`config.mk`:
```
export PLATFORM = sky130hd
export DESIGN_NAME = ps2_rx
export DESIGN_NICKNAME = d
export VERILOG_FILES = /design/src/rtl/ps2_rx.sv
export SDC_FILE = /design/constraint.sdc
export NUM_CORES = 1
export LEC_CHECK = 0
export BUFFER_PORTS_ARGS = -buffer_cell sky130_fd_sc_hd__buf_4
export CORE_MARGIN = 4
export CORE_UTILIZATION = 31
export CTS_BUF_LIST = sky130_fd_sc_hd__clkbuf_16
export CTS_CLUSTER_DIAMETER = 50
export CTS_CLUSTER_SIZE = 24
export DETAILED_ROUTE_END_ITERATION = 8
export GPL_TIMING_DRIVEN = 1
export PLACE_DENSITY = 0.43
export SYNTH_ARGS = -nofsm -noshare
export SYNTH_HDL_FRONTEND = slang
export SYNTH_SLANG_ARGS = --single-unit
export TNS_END_PERCENT = 10
```
`constraint.sdc`:
```
create_clock -name clk -period 2.7 [get_ports clk]
set_input_delay 0.54 -clock clk [delete_from_list [all_inputs] [get_ports clk]]
set_output_delay 0.54 -clock clk [all_outputs]
set_load 0.02 [all_outputs]
```
`src/rtl/ps2_rx.sv`:
```
// PS/2 device-to-host receiver: synchronizes and deglitches both lines, deframes
// 11-bit frames, checks odd parity and stop bit, and folds E0/F0 prefixes into flags.
module ps2_rx #(
  parameter int FILTER_LEN = 8,
  parameter int TIMEOUT    = 50_000
) (
  input  logic       clk,
  input  logic       rst,
  input  logic       ps2_clk,
  input  logic       ps2_data,
  output logic [7:0] code,
  output logic       ext,
  output logic       brk,
  output logic       valid,
  output logic       err
);

  localparam int FW = $clog2(FILTER_LEN + 1);
  localparam int TW = $clog2(TIMEOUT + 1);

  typedef enum logic [1:0] {IDLE, DATA, PARITY, STOP} state_t;

  logic [1:0]    clkSync_q, dataSync_q;
  logic [FW-1:0] clkCnt_q, dataCnt_q;
  logic          clkFilt_q, dataFilt_q, clkFiltPrev_q;

  state_t        state_q;
  logic [2:0]    bitCnt_q;
  logic [7:0]    shift_q;
  logic          parity_q;
  logic [TW-1:0] toCnt_q;
  logic          extPend_q, brkPend_q;
  logic [7:0]    code_q;
  logic          ext_q, brk_q, valid_q, err_q;

  logic fall;
  logic bitIn;

  // A filtered level only moves after FILTER_LEN consecutive samples disagree with it.
  always_ff @(posedge clk) begin
    if (rst) begin
      clkSync_q     <= 2'b11;
      dataSync_q    <= 2'b11;
      clkCnt_q      <= '0;
      dataCnt_q     <= '0;
      clkFilt_q     <= 1'b1;
      dataFilt_q    <= 1'b1;
      clkFiltPrev_q <= 1'b1;
    end else begin
      clkSync_q     <= {clkSync_q[0], ps2_clk};
      dataSync_q    <= {dataSync_q[0], ps2_data};
      clkFiltPrev_q <= clkFilt_q;

      if (clkSync_q[1] == clkFilt_q) begin
        clkCnt_q <= '0;
      end else if (clkCnt_q == FW'(FILTER_LEN - 1)) begin
        clkCnt_q  <= '0;
        clkFilt_q <= clkSync_q[1];
      end else begin
        clkCnt_q <= clkCnt_q + 1'b1;
      end

      if (dataSync_q[1] == dataFilt_q) begin
        dataCnt_q <= '0;
      end else if (dataCnt_q == FW'(FILTER_LEN - 1)) begin
        dataCnt_q  <= '0;
        dataFilt_q <= dataSync_q[1];
      end else begin
        dataCnt_q <= dataCnt_q + 1'b1;
      end
    end
  end

  always_comb begin
    fall  = clkFiltPrev_q & ~clkFilt_q;
    bitIn = dataFilt_q;
  end

  // Timeout takes priority over a frame step; it fires one cycle before the count would hit TIMEOUT
  // so that err lands TIMEOUT+1 cycles after the last fall.
  always_ff @(posedge clk) begin
    if (rst) begin
      state_q   <= IDLE;
      bitCnt_q  <= '0;
      shift_q   <= '0;
      parity_q  <= 1'b0;
      toCnt_q   <= '0;
      extPend_q <= 1'b0;
      brkPend_q <= 1'b0;
      code_q    <= '0;
      ext_q     <= 1'b0;
      brk_q     <= 1'b0;
      valid_q   <= 1'b0;
      err_q     <= 1'b0;
    end else begin
      valid_q <= 1'b0;
      err_q   <= 1'b0;

      if (state_q == IDLE || fall) toCnt_q <= '0;
      else                         toCnt_q <= toCnt_q + 1'b1;

      if (state_q != IDLE && !fall && toCnt_q == TW'(TIMEOUT - 1)) begin
        state_q   <= IDLE;
        err_q     <= 1'b1;
        extPend_q <= 1'b0;
        brkPend_q <= 1'b0;
      end else if (fall) begin
        case (state_q)
          IDLE: begin
            if (!bitIn) begin
              state_q  <= DATA;
              bitCnt_q <= '0;
              shift_q  <= '0;
            end else begin
              err_q <= 1'b1;
            end
          end
          DATA: begin
            shift_q <= {bitIn, shift_q[7:1]};
            if (bitCnt_q == 3'd7) state_q <= PARITY;
            else                  bitCnt_q <= bitCnt_q + 1'b1;
          end
          PARITY: begin
            parity_q <= bitIn;
            state_q  <= STOP;
          end
          STOP: begin
            state_q <= IDLE;
            if (bitIn && (^{parity_q, shift_q})) begin
              if (shift_q == 8'hE0) begin
                extPend_q <= 1'b1;
              end else if (shift_q == 8'hF0) begin
                brkPend_q <= 1'b1;
              end else begin
                code_q    <= shift_q;
                ext_q     <= extPend_q;
                brk_q     <= brkPend_q;
                valid_q   <= 1'b1;
                extPend_q <= 1'b0;
                brkPend_q <= 1'b0;
              end
            end else begin
              err_q     <= 1'b1;
              extPend_q <= 1'b0;
              brkPend_q <= 1'b0;
            end
          end
          default: state_q <= IDLE;
        endcase
      end
    end
  end

  assign code  = code_q;
  assign ext   = ext_q;
  assign brk   = brk_q;
  assign valid = valid_q;
  assign err   = err_q;

endmodule
```
; Word-level counts from Yosys, hierarchy flattened
; Index checks and enable logic that the tools add are counted.
; W data, S select, Z words.
[word_totals]
latch_bits = 0
inputBits = 4
mem_bits_ro = 0
mem_count = 0
regBits = 59
ramBits = 0
word_cells = 92
out_inout_bits = 12
[op_classes]
n_shift = 0
bitwise_logic = 10
addsub = 4
div_mod_pow = 0
magnitude_cmp = 0
n_eq_ne = 16
reduce_logical = 23
muxes = 20
n_mul = 0
[ops]
columns = op, n
row1 = $add A16 B1 Y16 const B, 1
row2 = $eq A16 B16 Y1 const B, 1
row3 = $eq A8 B8 Y1 const B, 2
row4 = $pmux W8 S2, 1
row5 = $reduce_and A3 Y1, 4
row6 = $mux W1, 11
row7 = $not A1 Y1, 9
row8 = $reduce_xor A9 Y1, 1
row9 = $add A4 B1 Y4 const B, 2
row10 = $eq A4 B3 Y1 const B, 2
row11 = $mux W8, 1
row12 = $ne A2 B2 Y1 const B, 4
row13 = $pmux W2 S4, 1
row14 = $mux W3, 2
row15 = $pmux W3 S2, 1
row16 = $reduce_and A6 Y1, 1
row17 = $reduce_or A3 Y1, 2
row18 = $reduce_or A6 Y1, 1
row19 = $reduce_and A5 Y1, 1
row20 = $eq A2 B2 Y1 const B, 2
row21 = $mux W2, 2
row22 = $reduce_and A2 Y1, 2
row23 = $reduce_and A4 Y1, 1
row24 = $reduce_bool A2 Y1, 2
row25 = other kinds (12), 16

; Depth between registers and ports, before layout
; Gate-level depths: netlist (run 1).
[depth]
word_depth = 7
mapped_depth = 8
mapped_depth_nobuf = 7

; Worst setup path before layout (run 1)
; No wires, ideal clock.
[synth_path]
path_type = register -> register
from = register shift_q[6]
to = register brk_q, in the netlist brk
setup_time_ps = 128
stages_incl_launch_ff = 8
arrival_time_ps = 1714
path_slack_ps = 858
path_buffers = 1
cell_sequence = dfxtp_1 > ha_1 > xnor3_2 > xnor2_4 > nand4_4 > buf_6 > mux2i_1 > nor2_1
[synth_via]
elab_chain_len = 3
[synth_rtl]
columns = element, line
row1 = start: declaration, 29  ; logic [7:0] shift_q;
row2 = start signal: assignment, 119  ; shift_q <= {bitIn, shift_q[7:1]};
row3 = $eq A8 B8 Y1 (tied with other cells), 132  ; end else if (shift_q == 8'hF0) begin
row4 = $not A1 Y1 (no source line) / $logic_and A1 B1 Y1 (equally long branches), n/a
row5 = $reduce_and A6 Y1 (no source line) *, n/a
row6 = end signal: assignment, 137  ; brk_q <= brkPend_q;
row7 = end: declaration, 34  ; logic ext_q, brk_q, valid_q, err_q;
; Mark *: on every way between the ends. The rest lies on a longest branch, timed or not.
; A chain may end at the register's enable or synchronous reset.

; Worst setup path in the final report (run 1)
[layout_path]
from = register shift_q[6]
to = register code_q[1], in the netlist code[1]
[layout_via]
elab_chain_len = 3
[layout_rtl]
columns = element, line
row1 = $eq A8 B8 Y1 (tied with other cells), 132
row2 = $not A1 Y1 (no source line) / $logic_and A1 B1 Y1 (equally long branches), n/a
row3 = $reduce_and A6 Y1 (no source line) *, n/a
row4 = end signal: assignment, 135  ; code_q <= shift_q;
row5 = end: declaration, 33  ; logic [7:0] code_q;
; Marks and branches as above.

==> metrics.md, run 1 <==
| Metric | Value |
|---|---|
| Run status | `finished clean` |
| Mux contribution to synthesized area | `5.10%` |
| CTS tree | `built` |
| Finished Cell Area | `0.00306 mm²` |
| Worst path arrival time | `around 2.2 ns` |
| Starting Density | `32.5%` |
| Largest family of logic cells by synthesized area | `simple AND/OR/NAND/NOR gates` |
| Static Leak | `1.22 nW` |
| Clock Latency Late Sink | `0.32 ns` |
| Slew Limit Fails | `0` |
| Worst setup margin | `roughly 0.66 ns` |
| Post-Synth Simple-Gate Area | `22.0%` |
| RePlAce Congestion | `just over 0.7` |
| Worst hold slack | `0.404 ns` |
| Drt wl/cell | `11.7 µm` |
| Crit-path leading delay family | `XOR/XNOR gates` |
| Synth Instances | `about 270` |
| Mean post-synth cell area | `9.51 µm²` |
| Syn_nets | `286` |
| Crit path max fanout | `11` |
| DR vias/cell | `approximately 4.5` |
| Worst-path cell chain | `ha_1 > xnor3_2 > xnor2_4 > nand4_4 > mux2i_1 > nor2_1` |
| DRT iter0 DRCs | `slightly above 50` |
| Synth warn | `0` |
| Total congestion overflow | `0` |
| Buf+Inv Stages, Crit Path | `0` |
| NumNets Final | `304` |
| Crit path launch type | `register` |
| Fin crit share | `75.4%` |
| Worst Tran Pin Value | `0.539 ns` |
| Die area | `0.00974 mm²` |
| Clk root buf | `clkbuf_16` |
| Worst setup EP type | `register` |
| Post-CTS Setup Inserts | `0` |
| CP max-delay cell | `xnor3_2` |
| Post-synth EDFFs | `0` |
| Post-route DRC | `0` |
| Pre-CTS setup slack | `about 0.66 ns` |
| Flops & latches, synth | `59` |
| CTS sink cnt | `59` |
| HPWL after DPL | `3130 µm` |
| WP data required | `2.90 ns` |
| Final setup fails | `0` |
| ANT cells | `0` |
| Via count | `1,780` |
| Synth Area in Compound Gates | `7.11%` |
| Layout cells sized above 1 | `13.8%` |
| FP Rows | `32` |
| Clk pin slew, worst setup/hold paths | `0.05 ns` |
| PD cells | `676 mW/mm²` |
| I/O pins | `16` |
| H-tree depth | `3` |
| ANT nets after route | `0` |
| First-pass GRT wire length | `around 8100 µm` |
| Seq/Total Area, Yosys | `between 40 and 50%` |
| Setup_tns | `0 ns` |
| Post-CTS sizing | `0` |
| Worst vdd ir | `about 280 µV` |
| Initial antenna violation count | `0` |
| Number of port buffers | `15` |
| Distinct cell type count after synthesis | `36` |
| Core area | `0.00785 mm²` |
| Kind of critical path | `reg2reg` |
| Vias in the first global route | `between 1,500 and 2,000` |
| RSZ-0062 raised after global routing | `false` |
| Max clock buf depth | `2` |
| Die height | `98.7 µm` |
| DP Area | `approximately 0.0028 mm²` |
| Fmax | `0.491 GHz` |
| Largest net degree at the start of global routing | `36` |
| Layout Skew | `0.00452 ns` |
| Async SR Flop Fraction | `0%` |
| Post-Synth XOR/XNOR Area | `9.27%` |
| Post-synth top flop | `dfxtp_1` |
| Netlist Area Pre-Place | `0.00255 mm²` |
| Relative slew slack | `64.0%` |
| Hold/Removal Path Class | `in2reg` |
| MaxCap Viol Count | `0` |
| Pre-Repair DR Iteration Count | `4` |
| Design Power | `0.00207 W` |
| Post-CTS Hold Buffers | `0` |
| Post-synthesis adder-cell area fraction | `about 6.9%` |
| Final Hold Viols | `0` |
| Layout area overhead | `20.2%` |
| Routed WL | `between 4000 and 5000 µm` |
| Crit path time final | `just over 2 ns` |
| GRT Total Usage | `10.6%` |
| Die width | `about 99 µm` |
| CP max stage delay | `0.41 ns` |
| Num CTS Buffers | `9` |
-- where the power goes --
| part | leakage (nW) | internal, W | total (W) | switching (W) |
|---|---|---|---|---|
| clock | 0.149 | 0.000794 | 0.00118 | 0.000382 |
| combinational | 0.596 | 0.00000667 | 0.0000184 | 0.0000117 |
| sequential | 0.476 | 0.000876 | 0.000877 | 0.00000167 |
-- cell usage after synthesis, types with 6 or more instances --
master | count | area [µm²]
nor2b_1 | 6 | 37.5
nor2_1 | 48 | 180
ha_1 | 14 | 175
dfxtp_1 | 59 | 1180
clkbuf_1 | 7 | 26.3
a21oi_1 | 6 | 30.0
nand3_1 | 11 | 55.1
mux2i_1 | 13 | 130
a22oi_1 | 10 | 75.1
nor3_1 | 6 | 30.0
xnor2_1 | 7 | 61.3
nand2_1 | 15 | 56.3
inv_1 | 10 | 37.5
xor2_1 | 11 | 96.3
-- sequential cells by signal (all words and copies together) (netlist names), 2 cells and up --
name        count
bitCnt_q        3
clkCnt_q        4
clkSync_q       2
code            8
dataCnt_q       4
dataSync_q      2
shift_q         8
state_q         2
toCnt_q        16
-- logic make-up after synthesis --
logic type	after synthesis
buffers and inverters	20
adder cells (fa/ha/maj)	14
AO/OA/AOI/OAI	27
AND/OR/NAND/NOR	114
flip-flops	59
XOR/XNOR	21
multiplexers	13
-- per-layer routing --
metal | vias to the layer above | track usage, % | routed length [µm]
met5 | - | 0 | 0
met4 | 0 | 5.99 | 130
met3 | 12 | 3.75 | 194
met2 | 19 | 14.6 | 1890
met1 | 805 | 14.2 | 2370
li1 | 944 | - | -
-- layout make-up --
| cell class | count | area [µm²] |
|---|---|---|
| clock buffer | 9 | 225 |
| clock inverter | 6 | 81.3 |
| fill | 825 | 4780 |
| inverter | 10 | 37.5 |
| multi-input combinational | 189 | 1280 |
| sequential | 59 | 1180 |
| tap | 102 | 128 |
| timing repair buffer | 17 | 128 |
-- final timing paths --
check / start / to / slack (ns) / cells after the start
worst max-delay path: shift_q[6]$_SDFFE_PP0P_ / code[1]$_SDFFE_PP0P_ / 0.66 / 6
worst min-delay path: ps2_clk / clkSync_q[0]$_SDFF_PP1_ / 0.40 / 2
worst max register to register: shift_q[6]$_SDFFE_PP0P_ / code[1]$_SDFFE_PP0P_ / 0.66 / 6
worst min register to register: clkSync_q[0]$_SDFF_PP1_ / clkSync_q[1]$_SDFF_PP1_ / 0.41 / 1
-- stage by stage --
step	utilization, %	instances
final	39.0	392
after global routing	39.0	392
after CTS	39.0	392
after detailed placement	35.1	377
after global placement	35.1	377
after floorplan	-	268
-- cells in the final DEF, fill, tap and decap left out, types with 3 or more instances in the layout --
cell type and n:
a21oi_1 6, a22oi_1 10, and3_1 5, buf_4 17, clkbuf_16 9, dfxtp_1 59, ha_1 14, inv_1 10
mux2i_1 13, nand2_1 15, nand2b_1 3, nand3_1 11, nand4_1 5, nor2_1 48, nor2b_1 6, nor3_1 6
o21ai_0 3, or2_2 5, or3_1 4, xnor2_1 7, xor2_1 11
(Power assumes the default switching activity.)
==> inputs of run 2 (changes only) <==
==> constraint.sdc (replaced) <==
create_clock -name clk -period 1.9 [get_ports clk]
set_input_delay 0.38 -clock clk [delete_from_list [all_inputs] [get_ports clk]]
set_output_delay 0.38 -clock clk [all_outputs]
set_load 0.02 [all_outputs]
==> metrics.md, run 2 (synthesis gave the netlist of run 1 again) <==
| Metric | Value |
|---|---|
| Run status | `finished clean (unchanged)` |
| Hold EP | `dataSync_q[0]$_SDFF_PP1_ (was clkSync_q[0]$_SDFF_PP1_)` |
| Final core occ | `40.3% (was 39.0%)` |
| Worst r2r src | `shift_q[7]$_SDFFE_PP0P_ (was shift_q[6]$_SDFFE_PP0P_)` |
| Static Leak | `1.29 nW (was 1.22 nW)` |
| NumNets Final | `315 (was 304)` |
| Final setup fails | `0 (unchanged)` |
| Die area | `0.00974 mm² (unchanged)` |
| Num CTS Buffers | `9 (unchanged)` |
| Fmax | `0.548 GHz (was 0.491 GHz)` |
| Core area | `0.00785 mm² (unchanged)` |
| Fill cell count | `819 (was 825)` |
| Clock Latency Late Sink | `0.32 ns (about the same)` |
| PD cells | `925 mW/mm² (was 676 mW/mm²)` |
| Post-CTS Hold Buffers | `0 (unchanged)` |
| Layout area overhead | `24.1% (was 20.2%)` |
| DR vias/cell | `4.55 (was 4.54)` |
| RR Endpoint | `code[2]$_SDFFE_PP0P_ (was code[1]$_SDFFE_PP0P_)` |
| Number of port buffers | `15 (unchanged)` |
| Die width | `98.7 µm (unchanged)` |
| Largest register FFs | `16 (unchanged)` |
| WHS Path Cells | `2 (unchanged)` |
| Post-route DRC | `0 (unchanged)` |
| ANT cells | `0 (unchanged)` |
| Kind of critical path | `reg2reg (unchanged)` |
| Vias in the first global route | `1,706 (was 1,686)` |
| Die height | `98.7 µm (unchanged)` |
| Initial antenna violation count | `0 (unchanged)` |
| Worst vdd ir | `465 µV (was 275 µV)` |
| FP Rows | `32 (unchanged)` |
| Clk root buf | `clkbuf_16 (unchanged)` |
| RePlAce Congestion | `0.705 (was 0.724)` |
| Max clock buf depth | `2 (unchanged)` |
| Starting Density | `32.5% (unchanged)` |
| Design Power | `0.00293 W (was 0.00207 W)` |
| Pre-Repair DR Iteration Count | `4 (unchanged)` |
| Final Hold Viols | `0 (unchanged)` |
| Setup_tns | `0 ns (unchanged)` |
| First-pass GRT wire length | `8180 µm (was 8140 µm)` |
| Post-CTS Setup Inserts | `0 (unchanged)` |
| Slew Limit Fails | `0 (unchanged)` |
| Clk pin slew, worst setup/hold paths | `0.05 ns (about the same)` |
| Layout cells sized above 1 | `16.9% (was 13.8%)` |
| MaxCap Viol Count | `0 (unchanged)` |
| GRT Total Usage | `10.4% (was 10.6%)` |
| Reg2reg setup slack | `0.07 ns (was 0.66 ns)` |
| Fin crit share | `96.1% (was 75.4%)` |
| Relative slew slack | `63.5% (was 64.0%)` |
| Most frequent cells in the layout | `59 x dfxtp_1, 48 x nor2_1, 27 x buf_4 (was 59 x dfxtp_1, 48 x nor2_1, 17 x buf_4)` |
| Routed WL | `4760 µm (was 4590 µm)` |
| DRT iter0 DRCs | `56 (was 51)` |
| I/O pins | `16 (unchanged)` |
| RSZ-0062 raised after global routing | `true (was false)` |
| CTS sink cnt | `59 (unchanged)` |
| ANT nets after route | `0 (unchanged)` |
| HPWL after DPL | `3370 µm (was 3130 µm)` |
| Worst Tran Pin Value | `0.548 ns (was 0.539 ns)` |
| H-tree depth | `3 (unchanged)` |
| Hold/Removal Path Class | `in2reg (unchanged)` |
| Post-CTS sizing | `0 (unchanged)` |
| Worst setup EP type | `register (unchanged)` |
| Hold_sp | `ps2_data (was ps2_clk)` |
| WP data required | `2.11 ns (was 2.90 ns)` |
| Biggest register | `toCnt_q (unchanged)` |
| Via count | `1,839 (was 1,780)` |
| Largest net degree at the start of global routing | `21 (was 36)` |
| Most common cell after layout, fill and taps aside | `dfxtp_1 (unchanged)` |
| Crit path launch type | `register (unchanged)` |
| Total congestion overflow | `0 (unchanged)` |
| Crit path max fanout | `11 (unchanged)` |
| Reg2Reg Depth | `7 (was 6)` |
| Worst path arrival time | `2.03 ns (was 2.24 ns)` |
| Crit path time final | `1.83 ns (was 2.04 ns)` |
| Drt wl/cell | `11.8 µm (was 11.7 µm)` |
| CTS tree | `built (unchanged)` |
| Layout Skew | `0.00775 ns (was 0.00452 ns)` |
==> run 2: cell types whose count changed in the layout (fill, tap and decap cells not counted) <==
cell / delta
clkinv_2: -1
buf_4: +10
inv_1: +1
nand2b_1: -1
buf_12: +1
nand2b_2: +1
clkinv_1: +1
==> run 2: final cells by class <==
| class | count | area, µm² | area share (%) |
|---|---|---|---|
| Inverter | 10 | 37.5 | 1.19 |
| Clock buffer | 9 | 225 | 7.12 |
| Multi-Input combinational cell | 189 | 1290 | 40.6 |
| Sequential cell | 59 | 1180 | 37.3 |
| Tap cell | 102 | 128 | 4.03 |
| Timing Repair Buffer | 28 | 223 | 7.04 |
| Clock inverter | 7 | 83.8 | 2.65 |
==> run 2: per-stage QoR <==
stage                     instances  setup slack (ns)  instance area (µm²)  hold WS, ns
after CTS                       404            0.0520                 3160        0.242
final                           404            0.0748                 3160        0.253
after global placement          388             0.104                 2850        0.396
after floorplan                 268            0.0581                 2550        0.389
after detailed placement        388            0.0684                 2850        0.397
after global routing            404           -0.0265                 3160        0.250
==> run 2: report_power, final <==
part / internal, W / switching, W / total [W]
Combinational: 0.0000112 / 0.0000180 / 0.0000292
Sequential: 0.00124 / 0.00000252 / 0.00125
Clock: 0.00113 / 0.000523 / 0.00165
Total: 0.00238 / 0.000543 / 0.00293
==> run 2: worst max-delay path, stage by stage (launching register included) <==
cell and delay (ns):
dfxtp_1 0.31, ha_1 0.30, xnor3_2 0.41, xnor2_4 0.19
nand4_4 0.12, buf_12 0.17, mux2i_1 0.15, nor2_1 0.05
==> run 2: per-layer routing <==
metal  routed length, µm  track usage, %
met4                 125            5.99
met3                 180            2.62
met1                2550            14.3
met5                   0               0
met2                1910            14.7
==> run 2: worst max path at each step <==
stage / from / to / slack [ns]
after floorplan: shift_q[6]$_SDFFE_PP0P_ / brk$_SDFFE_PP0P_ / 0.06
after global placement: shift_q[6]$_SDFFE_PP0P_ / code[2]$_SDFFE_PP0P_ / 0.10
after detailed placement: shift_q[6]$_SDFFE_PP0P_ / code[2]$_SDFFE_PP0P_ / 0.07
after CTS: shift_q[6]$_SDFFE_PP0P_ / code[2]$_SDFFE_PP0P_ / 0.05
after global routing: shift_q[7]$_SDFFE_PP0P_ / code[2]$_SDFFE_PP0P_ / -0.03
final: shift_q[7]$_SDFFE_PP0P_ / code[2]$_SDFFE_PP0P_ / 0.07
==> inputs of run 3 (changes only) <==
--- a/config.mk
+++ b/config.mk
@@ -6,14 +6,16 @@
 export NUM_CORES = 1
 export LEC_CHECK = 0
 export BUFFER_PORTS_ARGS = -buffer_cell sky130_fd_sc_hd__buf_4
+export CORE_ASPECT_RATIO = 1.75
 export CORE_MARGIN = 4
-export CORE_UTILIZATION = 31
+export CORE_UTILIZATION = 59
 export CTS_BUF_LIST = sky130_fd_sc_hd__clkbuf_16
 export CTS_CLUSTER_DIAMETER = 50
 export CTS_CLUSTER_SIZE = 24
 export DETAILED_ROUTE_END_ITERATION = 8
 export GPL_TIMING_DRIVEN = 1
-export PLACE_DENSITY = 0.43
+export PLACE_DENSITY = 0.75
+export SKIP_CTS_REPAIR_TIMING = 1
 export SYNTH_ARGS = -nofsm -noshare
 export SYNTH_HDL_FRONTEND = slang
 export SYNTH_SLANG_ARGS = --single-unit
==> metrics.md, run 3 (synthesis gave the netlist of run 1 again) <==
| Metric | Value |
|---|---|
| Final Hold Viols | `0 (unchanged)` |
| MaxCap Viol Count | `0 (unchanged)` |
| H-tree depth | `3 (unchanged)` |
| RePlAce Congestion | `0.750 (was 0.705)` |
| Clk pin slew, worst setup/hold paths | `0.05 ns (about the same)` |
| Worst r2r src | `shift_q[6]$_SDFFE_PP0P_ (was shift_q[7]$_SDFFE_PP0P_)` |
| Worst path arrival time | `2.12 ns (was 2.03 ns)` |
| Fmax | `0.535 GHz (was 0.548 GHz)` |
| Worst Tran Pin Value | `0.538 ns (was 0.548 ns)` |
| Final core occ | `75.2% (was 40.3%)` |
| Slew Limit Fails | `0 (unchanged)` |
| ANT cells | `0 (unchanged)` |
| Largest register FFs | `16 (unchanged)` |
| M3 GR Usage | `4.79% (was 2.62%)` |
| DR vias/cell | `5.53 (was 4.55)` |
| I/O pins | `16 (unchanged)` |
| Hold/Removal Path Class | `in2reg (unchanged)` |
| RR Endpoint | `extPend_q$_SDFFE_PP0P_ (was code[2]$_SDFFE_PP0P_)` |
| CP max-delay cell | `xnor3_2 (unchanged)` |
| ANT nets after route | `0 (unchanged)` |
| Pre-CTS setup slack | `-0.0188 ns (was 0.0684 ns)` |
| Pre-Repair DR Iteration Count | `4 (unchanged)` |
| Core area | `0.00415 mm² (was 0.00785 mm²)` |
| WHS Path Cells | `2 (unchanged)` |
| Most common cell after layout, fill and taps aside | `dfxtp_1 (unchanged)` |
| Relative slew slack | `64.1% (was 63.5%)` |
| Fin crit share | `98.3% (was 96.1%)` |
| Worst vdd ir | `888 µV (was 465 µV)` |
| Hold EP | `dataSync_q[0]$_SDFF_PP1_ (unchanged)` |
| Crit path launch type | `register (unchanged)` |
| Clock Latency Late Sink | `0.32 ns (about the same)` |
| Clk root buf | `clkbuf_16 (unchanged)` |
| Reg2reg setup slack | `0.03 ns (was 0.07 ns)` |
| Setup_tns | `0 ns (unchanged)` |
| CP max stage delay | `0.41 ns (about the same)` |
| DRT iter0 DRCs | `41 (was 56)` |
| NumNets Final | `315 (unchanged)` |
| CTS sink cnt | `59 (unchanged)` |
| Num CTS Buffers | `9 (unchanged)` |
| Die height | `95.0 µm (was 98.7 µm)` |
| Most frequent cells in the layout | `56 x dfxtp_1, 48 x nor2_1, 27 x buf_4 (was 59 x dfxtp_1, 48 x nor2_1, 27 x buf_4)` |
| Met1 Use GR | `19.9% (was 14.3%)` |
| Number of port buffers | `15 (unchanged)` |
| Hold_sp | `ps2_data (unchanged)` |
| Worst setup margin | `0.0322 ns (was 0.0748 ns)` |
| Finished Cell Area | `0.00312 mm² (was 0.00316 mm²)` |
| Total congestion overflow | `0 (unchanged)` |
| WP data required | `2.15 ns (was 2.11 ns)` |
| Post-route DRC | `0 (unchanged)` |
| HPWL after DPL | `3260 µm (was 3370 µm)` |
| Crit path time final | `1.87 ns (was 1.83 ns)` |
| Initial antenna violation count | `0 (unchanged)` |
| Starting Density | `61.4% (was 32.5%)` |
| Worst-path cell chain | `ha_4 > xnor3_2 > xnor2_4 > buf_4 > a41o_1 > nand2_1 > a21oi_1 (was ha_1 > xnor3_2 > xnor2_4 > nand4_4 > buf_12 > mux2i_1 > nor2_1)` |
| Die width | `57.7 µm (was 98.7 µm)` |
| RSZ-0062 raised after global routing | `true (unchanged)` |
| Reg2Reg Depth | `7 (unchanged)` |
| Largest net degree at the start of global routing | `20 (was 21)` |
| Crit path from | `shift_q[6]$_SDFFE_PP0P_ (was shift_q[7]$_SDFFE_PP0P_)` |
| CTS tree | `built (unchanged)` |
| Static Leak | `1.27 nW (was 1.29 nW)` |
| Layout area overhead | `22.4% (was 24.1%)` |
| Met2 usage | `33.6% (was 14.7%)` |
| Crit path max fanout | `5 (was 11)` |
| Final setup fails | `0 (unchanged)` |
| Die area | `0.00548 mm² (was 0.00974 mm²)` |
| First-pass GRT wire length | `8020 µm (was 8180 µm)` |
| Drt wl/cell | `13.8 µm (was 11.8 µm)` |
| Vias in the first global route | `1,841 (was 1,706)` |
| Run status | `finished clean (unchanged)` |
| Layout Skew | `0.00515 ns (was 0.00775 ns)` |
| PD cells | `950 mW/mm² (was 925 mW/mm²)` |
| Buf+Inv Stages, Crit Path | `1 (unchanged)` |
| FP Rows | `31 (was 32)` |
| Kind of critical path | `reg2reg (unchanged)` |
| Worst setup EP type | `register (unchanged)` |
| Via count | `1,940 (was 1,839)` |
| GRT Total Usage | `19.5% (was 10.4%)` |
| Max clock buf depth | `2 (unchanged)` |
| Biggest register | `toCnt_q (unchanged)` |
| DP Area | `0.00276 mm² (was 0.00285 mm²)` |
| Crit-path leading delay family | `XOR/XNOR gates (unchanged)` |
| Routed WL | `4850 µm (was 4760 µm)` |
| Layer with the highest usage | `met2 (unchanged)` |
| Layout cells sized above 1 | `18.9% (was 16.9%)` |
==> run 3: cell types whose count changed in the layout (fill, tap and decap cells not counted), sizes merged <==
cell | previous run | this run
buf | 28 | 27
clkinvlp | 1 | 2
nand4 | 6 | 7
inv | 11 | 10
==> run 3: layout make-up <==
class / instances / area (µm²)
clock buffer: 9 / 225
clock inverter: 7 / 92.6
fill: 290 / 1030
inverter: 10 / 37.5
multi-input combinational: 190 / 1320
sequential: 59 / 1180
tap: 49 / 61.3
timing repair buffer: 27 / 203
==> run 3: worst max path at each step <==
stage                             end  slack, ns  cells after the start
6_report       extPend_q$_SDFFE_PP0P_       0.03                      7
5_1_grt        extPend_q$_SDFFE_PP0P_      -0.01                      8
4_1_cts          code[3]$_SDFFE_PP0P_      -0.02                      6
3_5_place_dp     code[3]$_SDFFE_PP0P_      -0.02                      6
3_3_place_gp         brk$_SDFFE_PP0P_       0.06                      6
2_1_floorplan        brk$_SDFFE_PP0P_       0.06                      7
==> run 3: report_power, final <==
| group | switching, W | internal, W |
|---|---|---|
| Clock | 0.000552 | 0.00114 |
| Combinational | 0.0000155 | 0.0000108 |
| Sequential | 0.00000226 | 0.00124 |
| Total | 0.000570 | 0.00239 |
==> run 3: per-stage QoR <==
stage               power (W)  hold slack [ns]  std cells
floorplan             0.00129            0.389        268
global placement      0.00130            0.393        333
detailed placement    0.00130            0.397        333
CTS                   0.00299            0.234        349
global route          0.00303            0.246        351
finish                0.00296            0.239        351
==> run 3: routing by layer <==
layer  wire (µm)  up-vias
li1            -      975
met1        1890      910
met2        2600       40
met3         187       15
met4         183        0
met5           0        -
